[src/rtl/alu_pipe_if.sv]
// Handshake bundle for alu_pipe: issue side (in_*) and result side (out_*).
// The master drives operands and consumes results; the slave is the ALU.
interface alu_pipe_if #(
    parameter int WIDTH = 32
);
    // Issue side
    logic             in_valid;
    logic             in_ready;
    logic [WIDTH-1:0] in_a;
    logic [WIDTH-1:0] in_b;
    logic [3:0]       in_op;

    // Result side
    logic             out_valid;
    logic             out_ready;
    logic [WIDTH-1:0] out_result;
    logic             out_co;
    logic             out_zero;
    logic             out_neg;
    logic             out_ovf;
    logic             out_illegal;

    modport master (
        output in_valid, in_a, in_b, in_op, out_ready,
        input  in_ready, out_valid, out_result, out_co, out_zero,
               out_neg, out_ovf, out_illegal
    );

    modport slave (
        input  in_valid, in_a, in_b, in_op, out_ready,
        output in_ready, out_valid, out_result, out_co, out_zero,
               out_neg, out_ovf, out_illegal
    );
endinterface

[src/rtl/alu_pipe.sv]
// Two-stage pipelined ALU with valid/ready on both sides.
// Stage 1 captures operands/opcode; stage 2 registers the combinational
// result and flags. Backpressure propagates combinationally from out_ready
// to in_ready so a streaming pipe accepts one op per cycle without bubbles.
module alu_pipe #(
    parameter int WIDTH   = 32,
    parameter int SHAMT_W = 5
) (
    input  logic       clk,
    input  logic       reset,
    alu_pipe_if.slave  bus
);

    // Opcode map: the original add/sub/and/or/srl codes are kept unchanged.
    localparam logic [3:0] OP_ADD  = 4'b0000;
    localparam logic [3:0] OP_SUB  = 4'b0001;
    localparam logic [3:0] OP_XOR  = 4'b0010;
    localparam logic [3:0] OP_AND  = 4'b0011;
    localparam logic [3:0] OP_SLT  = 4'b0100;
    localparam logic [3:0] OP_SLTU = 4'b0101;
    localparam logic [3:0] OP_OR   = 4'b0111;
    localparam logic [3:0] OP_SRA  = 4'b1101;
    localparam logic [3:0] OP_SLL  = 4'b1110;
    localparam logic [3:0] OP_SRL  = 4'b1111;

    // Stage 1 registers
    logic             s1_valid_reg;
    logic [WIDTH-1:0] s1_a_reg;
    logic [WIDTH-1:0] s1_b_reg;
    logic [3:0]       s1_op_reg;

    // Stage 2 (output) registers
    logic             out_valid_reg;
    logic [WIDTH-1:0] out_result_reg;
    logic             out_co_reg;
    logic             out_zero_reg;
    logic             out_neg_reg;
    logic             out_ovf_reg;
    logic             out_illegal_reg;

    // Pipeline advance enables
    logic adv1;
    logic adv2;

    assign adv2        = !out_valid_reg || bus.out_ready;
    assign adv1        = !s1_valid_reg || adv2;
    assign bus.in_ready = adv1;

    assign bus.out_valid   = out_valid_reg;
    assign bus.out_result  = out_result_reg;
    assign bus.out_co      = out_co_reg;
    assign bus.out_zero    = out_zero_reg;
    assign bus.out_neg     = out_neg_reg;
    assign bus.out_ovf     = out_ovf_reg;
    assign bus.out_illegal = out_illegal_reg;

    // ------------------------------------------------------------------
    // Adder / subtractor: SUB is A + ~B + 1 so carry-out means no borrow.
    // ------------------------------------------------------------------
    logic             is_sub;
    logic [WIDTH-1:0] b_addend;
    logic [WIDTH:0]   sum_full;
    logic             add_ovf;

    assign is_sub   = (s1_op_reg == OP_SUB);
    assign b_addend = is_sub ? ~s1_b_reg : s1_b_reg;
    assign sum_full = {1'b0, s1_a_reg} + {1'b0, b_addend} + {{WIDTH{1'b0}}, is_sub};
    // Same rule covers add and sub because the subtrahend is already inverted.
    assign add_ovf  = (s1_a_reg[WIDTH-1] == b_addend[WIDTH-1]) &&
                      (sum_full[WIDTH-1] != s1_a_reg[WIDTH-1]);

    // ------------------------------------------------------------------
    // Single log-stage right shifter shared by SRL, SRA and SLL.
    // SLL is done by bit-reversing the operand, shifting right with zero
    // fill and reversing the result back.
    // ------------------------------------------------------------------
    logic             sh_left;
    logic             sh_fill;
    logic [WIDTH-1:0] a_rev;
    logic [WIDTH-1:0] sh_out_rev;
    logic [WIDTH-1:0] sh_stage [SHAMT_W+1];

    assign sh_left = (s1_op_reg == OP_SLL);
    assign sh_fill = (s1_op_reg == OP_SRA) && s1_a_reg[WIDTH-1];

    genvar gi;
    generate
        for (gi = 0; gi < WIDTH; gi++) begin : g_rev
            assign a_rev[gi]      = s1_a_reg[WIDTH-1-gi];
            assign sh_out_rev[gi] = sh_stage[SHAMT_W][WIDTH-1-gi];
        end

        assign sh_stage[0] = sh_left ? a_rev : s1_a_reg;

        for (gi = 0; gi < SHAMT_W; gi++) begin : g_shift
            localparam int STEP = 1 << gi;
            assign sh_stage[gi+1] = s1_b_reg[gi] ?
                {{STEP{sh_fill}}, sh_stage[gi][WIDTH-1:STEP]} : sh_stage[gi];
        end
    endgenerate

    // ------------------------------------------------------------------
    // Result/flag selection for the registered stage-1 operation.
    // ------------------------------------------------------------------
    logic             lt_signed;
    logic             lt_unsigned;
    logic [WIDTH-1:0] alu_result;
    logic             alu_co;
    logic             alu_ovf;
    logic             alu_illegal;
    logic             alu_zero;
    logic             alu_neg;

    assign lt_signed   = $signed(s1_a_reg) < $signed(s1_b_reg);
    assign lt_unsigned = s1_a_reg < s1_b_reg;

    // Opcode decode; undefined codes produce a zero result with illegal set.
    always_comb begin
        alu_result  = '0;
        alu_co      = 1'b0;
        alu_ovf     = 1'b0;
        alu_illegal = 1'b0;
        case (s1_op_reg)
            OP_ADD, OP_SUB: begin
                alu_result = sum_full[WIDTH-1:0];
                alu_co     = sum_full[WIDTH];
                alu_ovf    = add_ovf;
            end
            OP_XOR:  alu_result = s1_a_reg ^ s1_b_reg;
            OP_AND:  alu_result = s1_a_reg & s1_b_reg;
            OP_OR:   alu_result = s1_a_reg | s1_b_reg;
            OP_SLT:  alu_result = {{(WIDTH-1){1'b0}}, lt_signed};
            OP_SLTU: alu_result = {{(WIDTH-1){1'b0}}, lt_unsigned};
            OP_SRL,
            OP_SRA:  alu_result = sh_stage[SHAMT_W];
            OP_SLL:  alu_result = sh_out_rev;
            default: alu_illegal = 1'b1;
        endcase
        alu_zero = (alu_result == '0);
        alu_neg  = alu_result[WIDTH-1];
    end

    // Stage 1: capture a new op whenever the stage is free or draining.
    always_ff @(posedge clk) begin
        if (reset) begin
            s1_valid_reg <= 1'b0;
            s1_a_reg     <= '0;
            s1_b_reg     <= '0;
            s1_op_reg    <= '0;
        end else if (adv1) begin
            s1_valid_reg <= bus.in_valid;
            if (bus.in_valid) begin
                s1_a_reg  <= bus.in_a;
                s1_b_reg  <= bus.in_b;
                s1_op_reg <= bus.in_op;
            end
        end
    end

    // Stage 2: register result and flags; hold everything while stalled.
    always_ff @(posedge clk) begin
        if (reset) begin
            out_valid_reg   <= 1'b0;
            out_result_reg  <= '0;
            out_co_reg      <= 1'b0;
            out_zero_reg    <= 1'b0;
            out_neg_reg     <= 1'b0;
            out_ovf_reg     <= 1'b0;
            out_illegal_reg <= 1'b0;
        end else if (adv2) begin
            out_valid_reg <= s1_valid_reg;
            if (s1_valid_reg) begin
                out_result_reg  <= alu_result;
                out_co_reg      <= alu_co;
                out_zero_reg    <= alu_zero;
                out_neg_reg     <= alu_neg;
                out_ovf_reg     <= alu_ovf;
                out_illegal_reg <= alu_illegal;
            end
        end
    end

endmodule

[src/flat_wrapper.sv]
// flat-port wrapper written by rule: the top's interface ports become plain ports
module alu_pipe_flat 
#(
    parameter int WIDTH   = 32,
    parameter int SHAMT_W = 5
)
  (clk, reset, bus_in_valid, bus_in_a, bus_in_b, bus_in_op, bus_out_ready, bus_in_ready, bus_out_valid, bus_out_result, bus_out_co, bus_out_zero, bus_out_neg, bus_out_ovf, bus_out_illegal);
  alu_pipe_if #(.WIDTH(WIDTH)) bus_i ();
  input  logic clk;
  input  logic reset;
  input wire logic [$bits(bus_i.in_valid)-1:0] bus_in_valid;
  input wire logic [$bits(bus_i.in_a)-1:0] bus_in_a;
  input wire logic [$bits(bus_i.in_b)-1:0] bus_in_b;
  input wire logic [$bits(bus_i.in_op)-1:0] bus_in_op;
  input wire logic [$bits(bus_i.out_ready)-1:0] bus_out_ready;
  output wire logic [$bits(bus_i.in_ready)-1:0] bus_in_ready;
  output wire logic [$bits(bus_i.out_valid)-1:0] bus_out_valid;
  output wire logic [$bits(bus_i.out_result)-1:0] bus_out_result;
  output wire logic [$bits(bus_i.out_co)-1:0] bus_out_co;
  output wire logic [$bits(bus_i.out_zero)-1:0] bus_out_zero;
  output wire logic [$bits(bus_i.out_neg)-1:0] bus_out_neg;
  output wire logic [$bits(bus_i.out_ovf)-1:0] bus_out_ovf;
  output wire logic [$bits(bus_i.out_illegal)-1:0] bus_out_illegal;
  assign bus_i.in_valid = bus_in_valid;
  assign bus_i.in_a = bus_in_a;
  assign bus_i.in_b = bus_in_b;
  assign bus_i.in_op = bus_in_op;
  assign bus_i.out_ready = bus_out_ready;
  assign bus_in_ready = bus_i.in_ready;
  assign bus_out_valid = bus_i.out_valid;
  assign bus_out_result = bus_i.out_result;
  assign bus_out_co = bus_i.out_co;
  assign bus_out_zero = bus_i.out_zero;
  assign bus_out_neg = bus_i.out_neg;
  assign bus_out_ovf = bus_i.out_ovf;
  assign bus_out_illegal = bus_i.out_illegal;
  alu_pipe #(.WIDTH(WIDTH), .SHAMT_W(SHAMT_W)) u_core (.clk(clk), .reset(reset), .bus(bus_i));
endmodule
[config.mk]
export PLATFORM = sky130hd
export DESIGN_NAME = alu_pipe_flat
export DESIGN_NICKNAME = d
export VERILOG_FILES = /design/src/rtl/alu_pipe_if.sv /design/src/rtl/alu_pipe.sv /design/src/flat_wrapper.sv
export SDC_FILE = /design/constraint.sdc
export NUM_CORES = 1
export LEC_CHECK = 0
export ABC_AREA = 1
export CORE_MARGIN = 2
export CORE_UTILIZATION = 30
export DETAILED_ROUTE_END_ITERATION = 12
export GPL_TIMING_DRIVEN = 0
export HOLD_SLACK_MARGIN = 0.1
export PLACE_DENSITY = 0.5
export SLEW_MARGIN = 20
export SYNTH_ARGS = -nofsm -noshare
export SYNTH_HDL_FRONTEND = slang
export SYNTH_SLANG_ARGS = --single-unit
[constraint.sdc]
create_clock -name clk -period 3.7 [get_ports clk]
set_input_delay 0.74 -clock clk [delete_from_list [all_inputs] [get_ports clk]]
set_output_delay 0.74 -clock clk [all_outputs]
set_load 0.02 [all_outputs]
==> results.sh, run 1 <==
export IMPL_die_w_um=198
export IMPL_cts_root_buf="clkbuf_16"
export IMPL_final_cell_area_mm2=0.0138
export IMPL_synthAdderAreaFrac_pct=14.7
export IMPL_ys_dominant_reg_cell="dfxtp_1"
export IMPL_switching_share_pct=47.6
export IMPL_grt_pass1_wl_um=88800
export IMPL_coreArea_mm2=0.0368
export IMPL_worstSetupPathType="register to register"
export IMPL_grt_total_usage_pct=31.3
export IMPL_finalNetCount=2192
export IMPL_ys_ff_latch=106
export IMPL_crit_path_top_delay_cell="dfxtp_4"
export IMPL_ys_seq_area_share_pct=18.8
export IMPL_max_stage_delay_ns=0.37
export IMPL_p_comb_share_pct=47.7
export IMPL_gp_congestion=0.988
export IMPL_clk_pin_slew_ns=0.09
export IMPL_insertion_delay_ns=0.39
export IMPL_power_density_mw_per_mm2=335
export IMPL_dieArea_mm2=0.0391
export IMPL_min_path_type="register to register"
export IMPL_relSlewSlack_pct=34.6
export IMPL_synth_cells=1859
export IMPL_first_pass_iters=8
export IMPL_pwr_share_seq_pct=29.1
export IMPL_h_tree_depth=3
export IMPL_die_y_um=198
export IMPL_max_slew_worst_pin_slew_ns=0.981
export IMPL_drtIter0Drc=1567
export IMPL_place_area_mm2=0.0129
export IMPL_start_kind="register"
export IMPL_clockBufferDepth=2
export IMPL_grt_max_degree=23
export IMPL_regToRegSetupSlack_ns=0.14
export IMPL_fmax_mhz=281
export IMPL_drive_gt1_share_pct=8.63
export IMPL_synth_edf_count=0
export IMPL_ir_worst_vdd_uv=207
export IMPL_viasPerCell=5.62
export IMPL_synth_compound_area_share_pct=17.0
export IMPL_crit_top_cell="nand2_1"
export IMPL_p_clk_share_pct=23.2
export IMPL_start_util_pct=30.6
export IMPL_ant_nets=0
export IMPL_async_flop_share_pct=0
export IMPL_cp_max_fo=10
export IMPL_synth_top_family_by_area="simple AND/OR/NAND/NOR gates"
export IMPL_antenna_found_initial=0
export IMPL_leakagePower_nw=6.25
export IMPL_finalSetupViolCount=0
export IMPL_crit_required_ns=4.02
export IMPL_critical_path_arrival_ns=3.88
export IMPL_p_int_mw=2.42
export IMPL_maxSlewViolCount=0
export IMPL_syn_area_mm2=0.0113
export IMPL_skew_ns=0.0131
export IMPL_cts_tree="built"
export IMPL_vias=13800
export IMPL_hold_viol=0
export IMPL_p_sw_mw=2.20
export IMPL_cts_hold_buf=0
export IMPL_overflow=0
export IMPL_drt_total_wl_um=61600
export IMPL_dpl_hpwl_um=50600
export IMPL_synth_area_per_cell_um2=6.06
export IMPL_synthXorXnorAreaFrac_pct=2.41
export IMPL_post_drt_wl_per_cell_um=25.0
export IMPL_cts_sinks=106
export IMPL_antennaDiodeCount=0
export IMPL_endpoint_kind="register"
export IMPL_io_pins=111
export IMPL_utilization_pct=37.4
export IMPL_synth_simple_gate_area_share_pct=37.5
export IMPL_synth_fp_nets=2063
export IMPL_drv_cap=0
export IMPL_grt_pass1_vias=13000
export IMPL_outcome="finished, final reports clean"
export IMPL_yosys_warnings=0
export IMPL_finalCritPeriodShare_pct=96.3
export IMPL_drc=0
export IMPL_portBuffers=109
export IMPL_num_rows=70
export IMPL_synth_cell_type_count=39
export IMPL_numCtsBuffers=9
export IMPL_crit_chain="inv_2 -> nor2_4 -> nand2_4 -> buf_8 -> xor2_1 -> ha_1 -> a21oi_2 -> o21ai_0 -> inv_1 -> nand2_2 -> nand2_1 -> nand2_1 -> or2_2 -> nand3_1 -> nand2_1 -> inv_1 -> nand2_1 -> nor2_2 -> nand2_1 -> nor2_1 -> nand3_2 -> nor2_1 -> nand2_1 -> a21oi_1"
export IMPL_synthMuxAreaShare_pct=0
export IMPL_fin_crit_ns=3.56
export IMPL_syn_to_final_growth_pct=22.1
[power by group through the flow]
stage	sequential (mW)	clock, mW	combinational, mW
after CTS	1.34	1.08	2.06
after floorplan	1.34	0	1.19
after global routing	1.35	1.13	2.37
final	1.34	1.07	2.20
after global placement	1.36	0	2.02
after detailed placement	1.36	0	2.01
[cell usage in the layout (no fill, tap or decap), types with 3 or more instances in the layout]
cell type,Yosys,routed
nand3_1,378,375
nand2_1,392,372
inv_1,166,163
a21oi_1,160,144
ha_1,131,125
nor2_1,149,117
o21ai_0,128,115
clkdlybuf4s50_1,0,109
dfxtp_1,106,100
clkbuf_1,69,60
xor2_1,31,29
nor2_2,1,28
nand2_2,1,20
buf_4,5,19
o211ai_1,19,19
nand4_1,17,17
a21oi_2,0,16
a221oi_1,13,13
buf_2,11,10
or2_2,10,10
o22ai_1,10,10
clkbuf_16,0,9
buf_1,11,8
nor3_1,9,8
o21ai_1,0,7
nor2_4,0,5
o21ai_2,0,5
nand3b_1,5,5
dfxtp_2,0,5
inv_2,1,4
nor4_1,5,4
a21o_1,4,4
o21a_1,4,4
ha_2,0,4
buf_6,3,3
nand3_2,0,3
clkinv_8,0,3
[synthesized netlist by cell type (10+ instances only)]
cell type / instances / area share (%)
buf_1: 11 / 0.37
xor2_1: 31 / 2.4
o21ai_0: 128 / 5.7
nand3_1: 378 / 17
o211ai_1: 19 / 1.3
nand2_1: 392 / 13
a21oi_1: 160 / 7.1
buf_2: 11 / 0.49
ha_1: 131 / 15
clkbuf_1: 69 / 2.3
o22ai_1: 10 / 0.56
or2_2: 10 / 0.56
inv_1: 166 / 5.5
a221oi_1: 13 / 1.0
dfxtp_1: 106 / 19
nand4_1: 17 / 0.94
nor2_1: 149 / 5.0
[worst paths after layout]
kind / depth (start not counted) / to / startpoint
max: 24 / u_core.bus.out_zero / u_core.s1_op_reg[0]
min: 2 / u_core.bus.out_zero / u_core.bus.out_zero
max reg2reg: 24 / u_core.bus.out_zero / u_core.s1_op_reg[0]
min reg2reg: 2 / u_core.bus.out_zero / u_core.bus.out_zero
[cell type report]
| type | instances | area, um2 |
|---|---|---|
| timing repair buffer | 121 | 1180 |
| fill | 4136 | 23000 |
| tap | 468 | 586 |
| buffer | 96 | 474 |
| clock buffer | 9 | 225 |
| inverter | 172 | 656 |
| multi-input combinational | 1482 | 8420 |
| clock inverter | 7 | 91.3 |
| sequential | 106 | 2130 |
[layer usage]
layer  part of all wire (%)  vias to the layer above  GRT usage [%]
met5                      0                        -              0
met1                     46                     6634           44.8
met3                    6.7                       89           3.97
li1                       -                     6561              -
met2                     43                      545           47.8
met4                    3.9                        0           11.3
[stage by stage]
stage               power, mW  setup TNS (ns)  hold slack, ns  setup slack [ns]  std cells
CTS                      4.48               0           0.487          0.000434       2453
finish                   4.62               0           0.482             0.139       2461
detailed placement       3.37          -11.47           0.465            -0.982       2436
floorplan                2.53               0           0.458             0.474       1859
global placement         3.38          -11.23           0.464            -0.984       2436
global route             4.85         -0.0794           0.520           -0.0794       2461
[logic make-up after synthesis]
logic type | count (synthesis)
flops | 106
fa+ha+maj | 132
xor+xnor | 31
simple gates | 969
buf+inv | 271
compound gates | 350
[worst max-delay path, delay by kind of cell, from the launching register on]
family | cells | cell delay [ns]
and+or+nand+nor | 15 | 1.78
xor gates and xnor gates | 1 | 0.15
buffers and inverters | 4 | 0.42
AOI/OAI and AO/OA | 3 | 0.40
DFF | 1 | 0.37
adders and majority gates | 1 | 0.37
[timing repair]
action | CTS | global route
endpoints found under the setup margin | 31 | 3
buffers inserted | 1 | 11
pin swaps | 1 | 17
gates resized for setup | 66 | 98
(Power assumes the default switching activity.)
==> inputs of run 2 (changes only) <==
--- a/config.mk
+++ b/config.mk
@@ -12,6 +12,8 @@
 export GPL_TIMING_DRIVEN = 0
 export HOLD_SLACK_MARGIN = 0.1
 export PLACE_DENSITY = 0.5
+export RECOVER_POWER = 100
+export SKIP_CTS_REPAIR_TIMING = 1
 export SLEW_MARGIN = 20
 export SYNTH_ARGS = -nofsm -noshare
 export SYNTH_HDL_FRONTEND = slang
==> results.sh, run 2 (synthesized netlist as in run 1, its figures left out) <==
export IMPL_outcome="finished, final reports clean"
export IMPL_cts_sinks=106
export IMPL_crit_required_ns=4.03
export IMPL_instances_no_fill=2473
export IMPL_cts_tree="built"
export IMPL_seqCellArea_mm2=0.00213
export IMPL_die_y_um=198
export IMPL_viasPerCell=5.67
export IMPL_grt_total_usage_pct=31.3
export IMPL_die_w_um=198
export IMPL_fillers=4132
export IMPL_final_cell_area_mm2=0.0138
export IMPL_place_area_mm2=0.0129
export IMPL_clockBufferDepth=2
export IMPL_start_kind="register"
export IMPL_setup_ws_ns=0.0851
export IMPL_final_common_cell="nand3_1"
export IMPL_coreArea_mm2=0.0368
export IMPL_gp_congestion=0.988
export IMPL_crit_chain="buf_4 -> buf_6 -> xor2_1 -> fa_1 -> inv_1 -> nand2_2 -> o21ai_4 -> a31oi_2 -> inv_1 -> nand2_1 -> nand3_1 -> nand4_1 -> inv_1 -> nand2_1 -> nor2_2 -> nand2_1 -> nor2_1 -> nand3_1 -> nor2_1 -> nand2_1 -> a21oi_2"
export IMPL_finalSetupViolCount=0
export IMPL_drc=0
export IMPL_crit_top_cell="nand2_1"
export IMPL_post_place_ws_ns=-0.982
export IMPL_grt_max_degree=23
export IMPL_grt_pass1_vias=12900
export IMPL_start_util_pct=30.6
export IMPL_fin_crit_ns=3.61
export IMPL_finalCritPeriodShare_pct=97.7
export IMPL_portBuffers=109
export IMPL_vias=14000
export IMPL_num_rows=70
export IMPL_total_power_mw=4.63
export IMPL_ir_worst_vdd_uv=208
export IMPL_drtIter0Drc=1573
export IMPL_placed_cells_incl_taps=2436
export IMPL_hold_viol=0
export IMPL_clk_pin_slew_ns=0.09
export IMPL_min_path_type="register to register"
export IMPL_antenna_found_initial=1
export IMPL_power_density_mw_per_mm2=334
export IMPL_overflow=0
export IMPL_fin_tns_setup_ns=0
export IMPL_critical_path_arrival_ns=3.94
export IMPL_worstSetupPathType="register to register"
export IMPL_io_pins=111
export IMPL_post_drt_wl_per_cell_um=25.1
export IMPL_finalNetCount=2204
export IMPL_utilization_pct=37.6
export IMPL_dpl_hpwl_um=50600
export IMPL_numCtsBuffers=9
export IMPL_max_stage_delay_ns=0.44
export IMPL_ant_nets=0
export IMPL_whs_ns=0.480
export IMPL_drv_cap=0
export IMPL_cts_root_buf="clkbuf_16"
export IMPL_h_tree_depth=3
export IMPL_maxSlewViolCount=0
export IMPL_drive_gt1_share_pct=8.78
export IMPL_mostFrequentLayoutCells="nand3_1 (376), nand2_1 (373), inv_1 (164), a21oi_1 (143), ha_1 (125)"
export IMPL_crit_path_top_delay_cell="fa_1"
export IMPL_relSlewSlack_pct=35.0
export IMPL_fmax_mhz=277
export IMPL_path_delay_family="simple AND/OR/NAND/NOR gates"
export IMPL_endpoint_kind="register"
export IMPL_worst_path_buf_inv=5
export IMPL_insertion_delay_ns=0.39
export IMPL_skew_ns=0.0143
export IMPL_antennaDiodeCount=0
export IMPL_max_slew_worst_pin_slew_ns=0.974
export IMPL_multi_input_area_mm2=0.00841
export IMPL_drt_total_wl_um=62000
export IMPL_cp_max_fo=10
export IMPL_grt_pass1_wl_um=88900
export IMPL_dieArea_mm2=0.0391
export IMPL_first_pass_iters=6
export IMPL_syn_to_final_growth_pct=22.8
export IMPL_leakagePower_nw=6.39
==> run 2: changes by cell type in the layout (fill, tap and decap cells not counted), sizes merged <==
| cell | change |
|---|---|
| buf | +15 |
| clkinvlp | +4 |
| inv | -2 |
| clkbuf | -4 |
| clkinv | -1 |
| clkdlybuf4s50 | -40 |
| dlygate4sd3 | +40 |
==> run 2: layer usage <==
layer | vias up | share of wire [%] | track usage, %
met1 | 6695 | 47 | 44.9
met4 | 0 | 4.0 | 10.6
met5 | - | 0 | 0
met2 | 627 | 43 | 48.0
met3 | 105 | 6.8 | 3.82
li1 | 6591 | - | -
==> run 2: worst reg2reg max path: stages, from the launching register on <==
cell,delay [ns]
dfxtp_2,0.41
buf_4,0.21
buf_6,0.18
xor2_1,0.12
fa_1,0.44
inv_1,0.09
nand2_2,0.07
o21ai_4,0.22
a31oi_2,0.19
inv_1,0.20
nand2_1,0.08
nand3_1,0.08
nand4_1,0.08
inv_1,0.19
nand2_1,0.10
nor2_2,0.21
nand2_1,0.08
nor2_1,0.09
nand3_1,0.17
nor2_1,0.13
nand2_1,0.10
a21oi_2,0.12
==> run 2: final timing paths <==
path | slack (ns) | cells after the start | end | start
worst max register to register | 0.09 | 21 | u_core.bus.out_zero | u_core.s1_b_reg[1]
worst min register to register | 0.48 | 2 | u_core.bus.out_ovf | u_core.bus.out_ovf
worst max-delay path | 0.09 | 21 | u_core.bus.out_zero | u_core.s1_b_reg[1]
worst min-delay path | 0.48 | 2 | u_core.bus.out_ovf | u_core.bus.out_ovf
==> run 2: where the power goes <==
part | total (mW) | leakage [nW] | internal (mW) | switching (mW)
clock | 1.08 | 0.152 | 0.492 | 0.586
sequential | 1.34 | 0.880 | 1.23 | 0.118
combinational | 2.21 | 5.36 | 0.706 | 1.50
total | 4.63 | 6.39 | 2.42 | 2.20
==> run 2: area by class of cell <==
type / instances / share of cell area (%)
flip-flops and latches: 106 / 15.4
inverters: 172 / 4.77
repair buffers: 131 / 9.08
clock inverters: 7 / 0.660
repair inverters: 1 / 0.0362
multi-input cells: 1482 / 60.8
well taps: 468 / 4.23
plain buffers: 97 / 3.40
clock buffers: 9 / 1.63
==> inputs of run 3 (changes only) <==
--- a/config.mk
+++ b/config.mk
@@ -9,9 +9,10 @@
 export CORE_MARGIN = 2
 export CORE_UTILIZATION = 30
 export DETAILED_ROUTE_END_ITERATION = 12
+export GPL_ROUTABILITY_DRIVEN = 0
 export GPL_TIMING_DRIVEN = 0
 export HOLD_SLACK_MARGIN = 0.1
-export PLACE_DENSITY = 0.5
+export PLACE_DENSITY = 0.52
 export RECOVER_POWER = 100
 export SKIP_CTS_REPAIR_TIMING = 1
 export SLEW_MARGIN = 20
==> constraint.sdc (replaced) <==
create_clock -name clk -period 3.3 [get_ports clk]
set_input_delay 0.66 -clock clk [delete_from_list [all_inputs] [get_ports clk]]
set_output_delay 0.66 -clock clk [all_outputs]
set_load 0.02 [all_outputs]
==> results.sh, run 3 (synthesized netlist as in run 1, its figures left out) <==
export IMPL_max_slew_worst_pin_slew_ns=0.973
export IMPL_viasPerCell=5.69
export IMPL_endpoint_kind="register"
export IMPL_crit_start="u_core.s1_op_reg[3]"
export IMPL_leakagePower_nw=6.42
export IMPL_ant_nets=0
export IMPL_critical_path_arrival_ns=3.76
export IMPL_setup_ws_ns=-0.195
export IMPL_grt_max_degree=19
export IMPL_finalSetupViolCount=2
export IMPL_maxSlewViolCount=0
export IMPL_syn_to_final_growth_pct=23.6
export IMPL_fillers=4047
export IMPL_relSlewSlack_pct=35.1
export IMPL_r2r_cells=14
export IMPL_dieArea_mm2=0.0391
export IMPL_die_y_um=198
export IMPL_seqCellArea_mm2=0.00214
export IMPL_endpoint="u_core.bus.out_zero"
export IMPL_antenna_found_initial=3
export IMPL_crit_top_cell="nor2_1"
export IMPL_drt_total_wl_um=56400
export IMPL_drtIter0Drc=2060
export IMPL_start_util_pct=30.6
export IMPL_vias=14100
export IMPL_violations="negative setup slack"
export IMPL_grt_total_usage_pct=28.7
export IMPL_portBuffers=109
export IMPL_drive_gt1_share_pct=9.92
export IMPL_drc=0
export IMPL_cts_root_buf="clkbuf_16"
export IMPL_fin_crit_ns=3.50
export IMPL_min_path_type="register to register"
export IMPL_place_area_mm2=0.0129
export IMPL_final_common_cell="nand3_1"
export IMPL_overflow=0
export IMPL_finalCritPeriodShare_pct=106
export IMPL_hold_viol=0
export IMPL_ir_worst_vdd_uv=316
export IMPL_dpl_hpwl_um=45900
export IMPL_num_rows=70
export IMPL_crit_path_top_delay_cell="nor2_1"
export IMPL_outcome="complete, but fails checks"
export IMPL_worstSetupPathType="register to register"
export IMPL_mostFrequentLayoutCells="nand3_1 (375), nand2_1 (361), inv_1 (161), a21oi_1 (144), ha_1 (127)"
export IMPL_max_stage_delay_ns=0.70
export IMPL_rr_startpoint="u_core.s1_op_reg[3]"
export IMPL_path_delay_family="simple AND/OR/NAND/NOR gates"
export IMPL_die_w_um=198
export IMPL_regToRegSetupSlack_ns=-0.20
export IMPL_fmax_mhz=286
export IMPL_reg2reg_to="u_core.bus.out_zero"
export IMPL_skew_ns=0.0146
export IMPL_whs_ns=0.468
export IMPL_worst_path_buf_inv=3
export IMPL_power_density_mw_per_mm2=364
export IMPL_rsz0062_at_grt="true"
export IMPL_final_cell_area_mm2=0.0139
export IMPL_clk_pin_slew_ns=0.08
export IMPL_crit_chain="nor2_4 -> inv_1 -> nor2_1 -> clkbuf_2 -> buf_1 -> nand2_1 -> o2111ai_1 -> nor2_1 -> nand2_1 -> nor2_1 -> nand3_1 -> nor2_1 -> nand2_1 -> a21oi_1"
export IMPL_cts_tree="built"
export IMPL_cts_sinks=106
export IMPL_finalNetCount=2206
export IMPL_h_tree_depth=3
export IMPL_grt_pass1_wl_um=82600
export IMPL_post_drt_wl_per_cell_um=22.8
export IMPL_total_power_mw=5.08
export IMPL_coreArea_mm2=0.0368
export IMPL_insertion_delay_ns=0.40
export IMPL_start_kind="register"
export IMPL_multi_input_area_mm2=0.00849
export IMPL_clockBufferDepth=2
export IMPL_path_depth=14
export IMPL_grt_pass1_vias=13000
export IMPL_crit_required_ns=3.57
export IMPL_numCtsBuffers=9
export IMPL_drv_cap=0
export IMPL_cp_max_fo=10
export IMPL_io_pins=111
export IMPL_first_pass_iters=8
-- run 3: how the worst min path moves through the flow --
stage	startpoint	to	depth (start not counted)
2_1_floorplan	u_core.s1_op_reg[2]	u_core.s1_op_reg[2]	2
3_3_place_gp	u_core.bus.out_zero	u_core.bus.out_zero	2
5_1_grt	u_core.bus.out_zero	u_core.bus.out_zero	2
6_report	u_core.bus.out_zero	u_core.bus.out_zero	2
4_1_cts	u_core.bus.out_zero	u_core.bus.out_zero	2
3_5_place_dp	u_core.bus.out_co	u_core.bus.out_co	2
-- run 3: layout make-up --
cell class	count	share of cell area, %
diodes	1	0.0180
plain buffers	98	3.57
flip-flops and latches	106	15.3
well taps	468	4.20
multi-input cells	1482	61.0
clock inverters	5	0.296
repair buffers	133	9.13
clock buffers	11	1.81
inverters	172	4.69
-- run 3: power by group --
part           total [mW]  internal, mW  leakage (nW)  switching, mW
clock network        1.13         0.562         0.139          0.571
logic                2.44         0.810          5.40           1.63
registers            1.50          1.37         0.881          0.127
total                5.08          2.75          6.42           2.33
-- run 3: worst min-delay path, stage by stage (launching register included) --
cell and delay (ns):
dfxtp_1 0.31, nand2_1 0.06, a21oi_1 0.06
-- run 3: through the flow --
| step | instances | TNS (ns) | utilization (%) | setup slack [ns] |
|---|---|---|---|---|
| global route | 2475 | -0.759 | 37.9 | -0.412 |
| global placement | 2436 | -21.24 | 35.2 | -1.29 |
| finish | 2476 | -0.218 | 37.9 | -0.195 |
| CTS | 2452 | -22.84 | 36.0 | -1.38 |
| detailed placement | 2436 | -22.05 | 35.2 | -1.36 |
| floorplan | 1859 | 0 | - | 0.0737 |
-- run 3: routing by layer --
metal | wire (um) | up-vias | share of wire (%) | track usage [%]
met5 | 0 | - | 0 | 0
met4 | 3250 | 0 | 5.8 | 14.8
met3 | 5480 | 167 | 9.7 | 5.88
met2 | 23400 | 819 | 41 | 42.8
met1 | 24300 | 6532 | 43 | 38.8
li1 | - | 6565 | - | -
